==> src/rtl/alu_share_arbiter.sv <==
// Purpose : round-robin share of one combinational ALU between request ports A and B.
// Latency : request handshake in cycle N -> rsp_valid first high in cycle N+2; one op per 3 cycles peak.
// Backpres: the response is held in RESP until the owner's rsp_ready; no new request is accepted meanwhile.
// Option  : define ALU_ARB_OPCHECK_EN to trap illegal ALU_control codes (result 0, zero 1, rsp_err 1).
module alu_share_arbiter #(
   parameter int WIDTH     = 32,
   parameter int CTRL_W    = 4,
   parameter int PRIO_INIT = 0
) (
   input  logic              clk,
   input  logic              rst,
   // port A
   input  logic              a_req_valid,
   output logic              a_req_ready,
   input  logic [WIDTH-1:0]  a_src1,
   input  logic [WIDTH-1:0]  a_src2,
   input  logic [CTRL_W-1:0] a_ctrl,
   output logic              a_rsp_valid,
   input  logic              a_rsp_ready,
   output logic [WIDTH-1:0]  a_rsp_result,
   output logic              a_rsp_zero,
   // port B
   input  logic              b_req_valid,
   output logic              b_req_ready,
   input  logic [WIDTH-1:0]  b_src1,
   input  logic [WIDTH-1:0]  b_src2,
   input  logic [CTRL_W-1:0] b_ctrl,
   output logic              b_rsp_valid,
   input  logic              b_rsp_ready,
   output logic [WIDTH-1:0]  b_rsp_result,
   output logic              b_rsp_zero,
   // shared ALU
   output logic [WIDTH-1:0]  alu_src1,
   output logic [WIDTH-1:0]  alu_src2,
   output logic [CTRL_W-1:0] alu_ctrl,
   input  logic [WIDTH-1:0]  alu_result,
   input  logic              alu_zero,
   // status
   output logic              busy,
   output logic              grant_id,
   output logic              rsp_err
);

   localparam logic [1:0] ST_IDLE = 2'd0;
   localparam logic [1:0] ST_EXEC = 2'd1;
   localparam logic [1:0] ST_RESP = 2'd2;

   localparam logic PTR_RST = (PRIO_INIT != 0);

   logic [1:0]        state_q, state_d;
   logic              ptr_q, ptr_d;
   logic              grant_q, grant_d;
   logic [WIDTH-1:0]  src1_q, src1_d;
   logic [WIDTH-1:0]  src2_q, src2_d;
   logic [CTRL_W-1:0] ctrl_q, ctrl_d;
   logic [WIDTH-1:0]  res_q, res_d;
   logic              zero_q, zero_d;
   logic              bad_q, bad_d;

   logic              take;
   logic              take_b;
   logic [WIDTH-1:0]  req_src1;
   logic [WIDTH-1:0]  req_src2;
   logic [CTRL_W-1:0] req_ctrl;
   logic              in_resp;
   logic              rsp_hs;

`ifdef ALU_ARB_OPCHECK_EN
   function automatic logic ctrl_legal(input logic [CTRL_W-1:0] c);
      logic ok;
      ok = 1'b0;
      if (c == CTRL_W'(4'b0000) || c == CTRL_W'(4'b0001) ||
          c == CTRL_W'(4'b0010) || c == CTRL_W'(4'b0110) ||
          c == CTRL_W'(4'b0111) || c == CTRL_W'(4'b1100))
         ok = 1'b1;
      return ok;
   endfunction
`endif

   // Arbitration: a lone requester wins; on contention the pointer picks. Held off during reset.
   always_comb begin
      take   = 1'b0;
      take_b = 1'b0;
      if (state_q == ST_IDLE && !rst) begin
         if (a_req_valid && b_req_valid) begin
            take   = 1'b1;
            take_b = ptr_q;
         end else if (a_req_valid) begin
            take   = 1'b1;
         end else if (b_req_valid) begin
            take   = 1'b1;
            take_b = 1'b1;
         end
      end
   end

   assign a_req_ready = take & ~take_b;
   assign b_req_ready = take &  take_b;

   assign req_src1 = take_b ? b_src1 : a_src1;
   assign req_src2 = take_b ? b_src2 : a_src2;
   assign req_ctrl = take_b ? b_ctrl : a_ctrl;

   assign in_resp = (state_q == ST_RESP);
   assign rsp_hs  = in_resp && (grant_q ? b_rsp_ready : a_rsp_ready);

   // Next-state logic for the IDLE -> EXEC -> RESP operation cycle.
   always_comb begin
      state_d = state_q;
      ptr_d   = ptr_q;
      grant_d = grant_q;
      src1_d  = src1_q;
      src2_d  = src2_q;
      ctrl_d  = ctrl_q;
      res_d   = res_q;
      zero_d  = zero_q;
      bad_d   = bad_q;
      case (state_q)
         ST_IDLE: begin
            if (take) begin
               grant_d = take_b;
               src1_d  = req_src1;
               src2_d  = req_src2;
               ctrl_d  = req_ctrl;
               bad_d   = 1'b0;
`ifdef ALU_ARB_OPCHECK_EN
               // illegal codes are accepted but never reach the ALU
               if (!ctrl_legal(req_ctrl)) begin
                  ctrl_d = '0;
                  bad_d  = 1'b1;
               end
`endif
               state_d = ST_EXEC;
            end
         end
         ST_EXEC: begin
            res_d   = bad_q ? '0 : alu_result;
            zero_d  = bad_q ? 1'b1 : alu_zero;
            state_d = ST_RESP;
         end
         ST_RESP: begin
            if (rsp_hs) begin
               ptr_d   = ~grant_q;
               state_d = ST_IDLE;
            end
         end
         default: state_d = ST_IDLE;
      endcase
   end

   // State registers; reset mid-operation simply drops the operation.
   always_ff @(posedge clk or posedge rst) begin
      if (rst) begin
         state_q <= ST_IDLE;
         ptr_q   <= PTR_RST;
         grant_q <= 1'b0;
         src1_q  <= '0;
         src2_q  <= '0;
         ctrl_q  <= '0;
         res_q   <= '0;
         zero_q  <= 1'b0;
         bad_q   <= 1'b0;
      end else begin
         state_q <= state_d;
         ptr_q   <= ptr_d;
         grant_q <= grant_d;
         src1_q  <= src1_d;
         src2_q  <= src2_d;
         ctrl_q  <= ctrl_d;
         res_q   <= res_d;
         zero_q  <= zero_d;
         bad_q   <= bad_d;
      end
   end

   // The ALU sees only the op registers, so its inputs are stable across EXEC and RESP.
   assign alu_src1 = src1_q;
   assign alu_src2 = src2_q;
   assign alu_ctrl = ctrl_q;

   assign a_rsp_valid  = in_resp & ~grant_q;
   assign b_rsp_valid  = in_resp &  grant_q;
   assign a_rsp_result = res_q;
   assign b_rsp_result = res_q;
   assign a_rsp_zero   = zero_q;
   assign b_rsp_zero   = zero_q;

   assign busy     = (state_q != ST_IDLE);
   assign grant_id = grant_q;

`ifdef ALU_ARB_OPCHECK_EN
   assign rsp_err = in_resp & bad_q;
`else
   assign rsp_err = 1'b0;
`endif

endmodule

==> config.mk <==
export PLATFORM = sky130hd
export DESIGN_NAME = alu_share_arbiter
export DESIGN_NICKNAME = d
export VERILOG_FILES = /design/src/rtl/alu_share_arbiter.sv
export SDC_FILE = /design/constraint.sdc
export NUM_CORES = 1
export LEC_CHECK = 0
export ABC_AREA = 1
export CORE_AREA = 2 2 122 124
export DETAILED_ROUTE_END_ITERATION = 8
export DIE_AREA = 0 0 124 126
export PLACE_DENSITY = 0.76
export SLEW_MARGIN = 10
export SYNTH_ARGS = -nofsm -noshare
export SYNTH_HDL_FRONTEND = slang
export SYNTH_SLANG_ARGS = --single-unit
export TNS_END_PERCENT = 30
==> constraint.sdc <==
create_clock -name clk -period 5.4 [get_ports clk]
set_input_delay 0.54 -clock clk [delete_from_list [all_inputs] [get_ports clk]]
set_output_delay 0.54 -clock clk [all_outputs]
set_load 0.02 [all_outputs]
==> impl_metrics.csv <==
group,metric,value,unit
timing,rsz0062_at_grt,"no",
final_layout,insertedDiodeCount,0,
timing,slew_violations,0,
final_layout,layout-drive-gt1-share,0.0822,
clocking,hold_buffers,0,
floorplanning,die-height,126,um
timing,finalSetupViolCount,0,
synth,synth_nets,689,
floorplanning,start_util,0.341,
min_path,worstHoldPathType,"register to register",
route,num_vias,4669,
global_routing,grt_antenna_before_repair,0,
synth,synth.area.mux_share,0.0761,
synth,yosys.cell_types.count,17,
critical_path,slowest_delay,610,ps
critical_path,crit_chain,"clkdlybuf4s50_1 > inv_4 > nand2_1 > inv_2 > nand2_1 > inv_1 > clkdlybuf4s50_1",
timing,setup_ws,1800,ps
route,drt-vias-per-instance,4.85,
floorplanning,io_pins,316,
synth,ys_ff_latch,105,
synth,ys_warn_count,0,
synth,synth-adder-area-share,0,
floorplanning,core,14300,um2
route,wl_per_cell,17.1,um
timing,clock.fmax,278,MHz
clocking,clk_pin_slew,70,ps
floorplanning,rows,44,
synth,netlist_area,4880,um2
timing,maxSlewHeadroom,0.499,
final_layout,syn_to_final_growth,67.3,%
timing,finClkSkew,5.56,ps
timing,tns,0,ps
final_layout,nNetsFinal,949,
pwr,powerDensity,580,nW/um2
timing,final_hold_viol_count,0,
critical_path,path_max_fanout,55,
final_layout,final_cell_mix,"314 x clkdlybuf4s50_1, 204 x nand3_1, 105 x dfrtp_1, 75 x nand2_1, 33 x mux2_2",
clocking,cts_buffers,9,
clocking,cts_tree,"yes",
global_routing,groute.usage.overall,0.205,
route,routed_wirelength,16400,um
global_routing,overflow,0,
critical_path,cp-start-kind,"input pin",
timing,finalCritPeriodShare,0.667,
floorplanning,dieWidth,124,um
synth,avgSynthCellArea,9.50,um2
synth,synth_top_family_by_area,"simple AND/OR/NAND/NOR gates",
route,drcViolationCount,0,
pwr,peakVddDrop,0.000282,V
pwr,leakage,3.47,nW
place,numPortBuffers,314,
global_routing,grt_pass1_vias,4613,
final_layout,final_common_cell,"clkdlybuf4s50_1",
clocking,cts_root_buffer,"clkbuf_16",
critical_path,worstSetupPathType,"input pin to output pin",
global_routing,grt_pass1_wl,24500,um
synth,synth_xor_area_frac,0,
global_routing,grt_max_degree,69,
clocking,cts_buffer_depth,2,
place,hpwl,11700,um
critical_path,slowest_stage,"clkdlybuf4s50_1",
floorplanning,die_area,15600,um2
timing,post-route-min-period,3600,ps
critical_path,required,4860,ps
timing,tightest_slew,751,ps
critical_path,worstPathArrival,3060,ps
clocking,clock-sinks,105,
route,drt_iter0_drc,281,
critical_path,end_kind,"output pin",
route,final_antenna_net_count,0,
flow_run,maxCapViolations,0,
place,place_congestion,0.784,
route,dr.pass1.iters,4,
synth,yosysSeqAreaShare,0.538,
clocking,post-cts-setup-buffers,0,
place,place_ws,1720,ps
clocking,clk_latency,340,ps
synth,synth_compound_area_frac,0.00641,
synth,post_synth_inst_count,514,
synth,synth-simple-area-share,0.276,
run_status,status,"complete, no violations",
clocking,htree_num_levels,3,
clocking,cts_resized,0,
-- kinds of logic (layout without fill, tap and decap cells) --
| family | Yosys count | after routing |
|---|---|---|
| AOI/OAI and AO/OA | 5 | 5 |
| and+or+nand+nor | 288 | 288 |
| buffers and inverters | 82 | 347 |
| muxes | 33 | 33 |
| other | 1 | 1 |
| DFF | 105 | 105 |
-- state kept, by name, indices dropped and copies added, names as in the netlist --
| register | count |
|---|---|
| a_rsp_result | 32 |
| alu_src1 | 32 |
| alu_src2 | 32 |
| alu_ctrl | 4 |
| state_q | 2 |
| a_rsp_zero | 1 |
| grant_id | 1 |
| ptr_q | 1 |
-- worst max-delay path: cells and delay by family --
family        cells  cell delay [ps]
buf+inv           5             2110
simple gates      2              390
-- per-stage QoR --
stage	std cells	utilization	cell area (um2)	power (mW)	hold slack [ps]
after global routing	963	0.571	8170	4.99	511
after global placement	947	0.549	7860	4.06	477
final	963	0.571	8170	4.74	495
after floorplan	514	-	4880	2.90	464
after detailed placement	947	0.549	7860	4.10	483
after CTS	963	0.571	8170	4.80	500
-- where the power goes --
group	total, mW	internal, mW	switching [mW]
combinational	2.64	1.27	1.37
clock	0.673	0.384	0.289
sequential	1.42	1.17	0.250
total	4.74	2.83	1.91
-- path summary, 6_finish.rpt --
| path | from | to | slack (ps) | depth (start not counted) |
|---|---|---|---|---|
| max | rst | b_req_ready | 1800 | 7 |
| min | alu_src2[28] | alu_src2[28] | 490 | 2 |
| max reg2reg | state_q[1] | alu_src2[26] | 3280 | 6 |
| min reg2reg | alu_src2[28] | alu_src2[28] | 490 | 2 |
| max in group asynchronous | rst | alu_src2[23] | 3590 | 3 |
| min in group asynchronous | rst | a_rsp_result[29] | 660 | 2 |
-- synth_stat cells --
library cell,count,area (um2)
dfrtp_1,105,2630
or2_2,1,6.26
nand3_1,204,1020
buf_2,22,110
conb_1,1,3.75
nand2_2,1,6.26
mux2_2,33,372
buf_4,40,300
nand2_1,76,285
a21boi_2,1,11.3
nor2_2,2,12.5
inv_1,9,33.8
buf_6,2,22.5
nor2_1,4,15.0
o21ai_0,4,20.0
clkbuf_1,8,30.0
inv_2,1,3.75
-- area by class of cell --
class                      count  area (um2)
multi-input combinational    327        1770
fill                        1269        6150
clock inverter                 5        53.8
inverter                      10        40.0
tap                          184         230
clock buffer                  11         253
sequential                   105        2630
timing repair buffer         321        3200
-- per-layer routing --
layer | track usage | routed length [um] | up-vias
li1 | - | - | 2239
met4 | 0.0813 | 331 | 0
met1 | 0.247 | 6570 | 2210
met5 | 0 | 0 | -
met2 | 0.348 | 8310 | 196
met3 | 0.0494 | 1230 | 24
(Power assumes the default switching activity.)
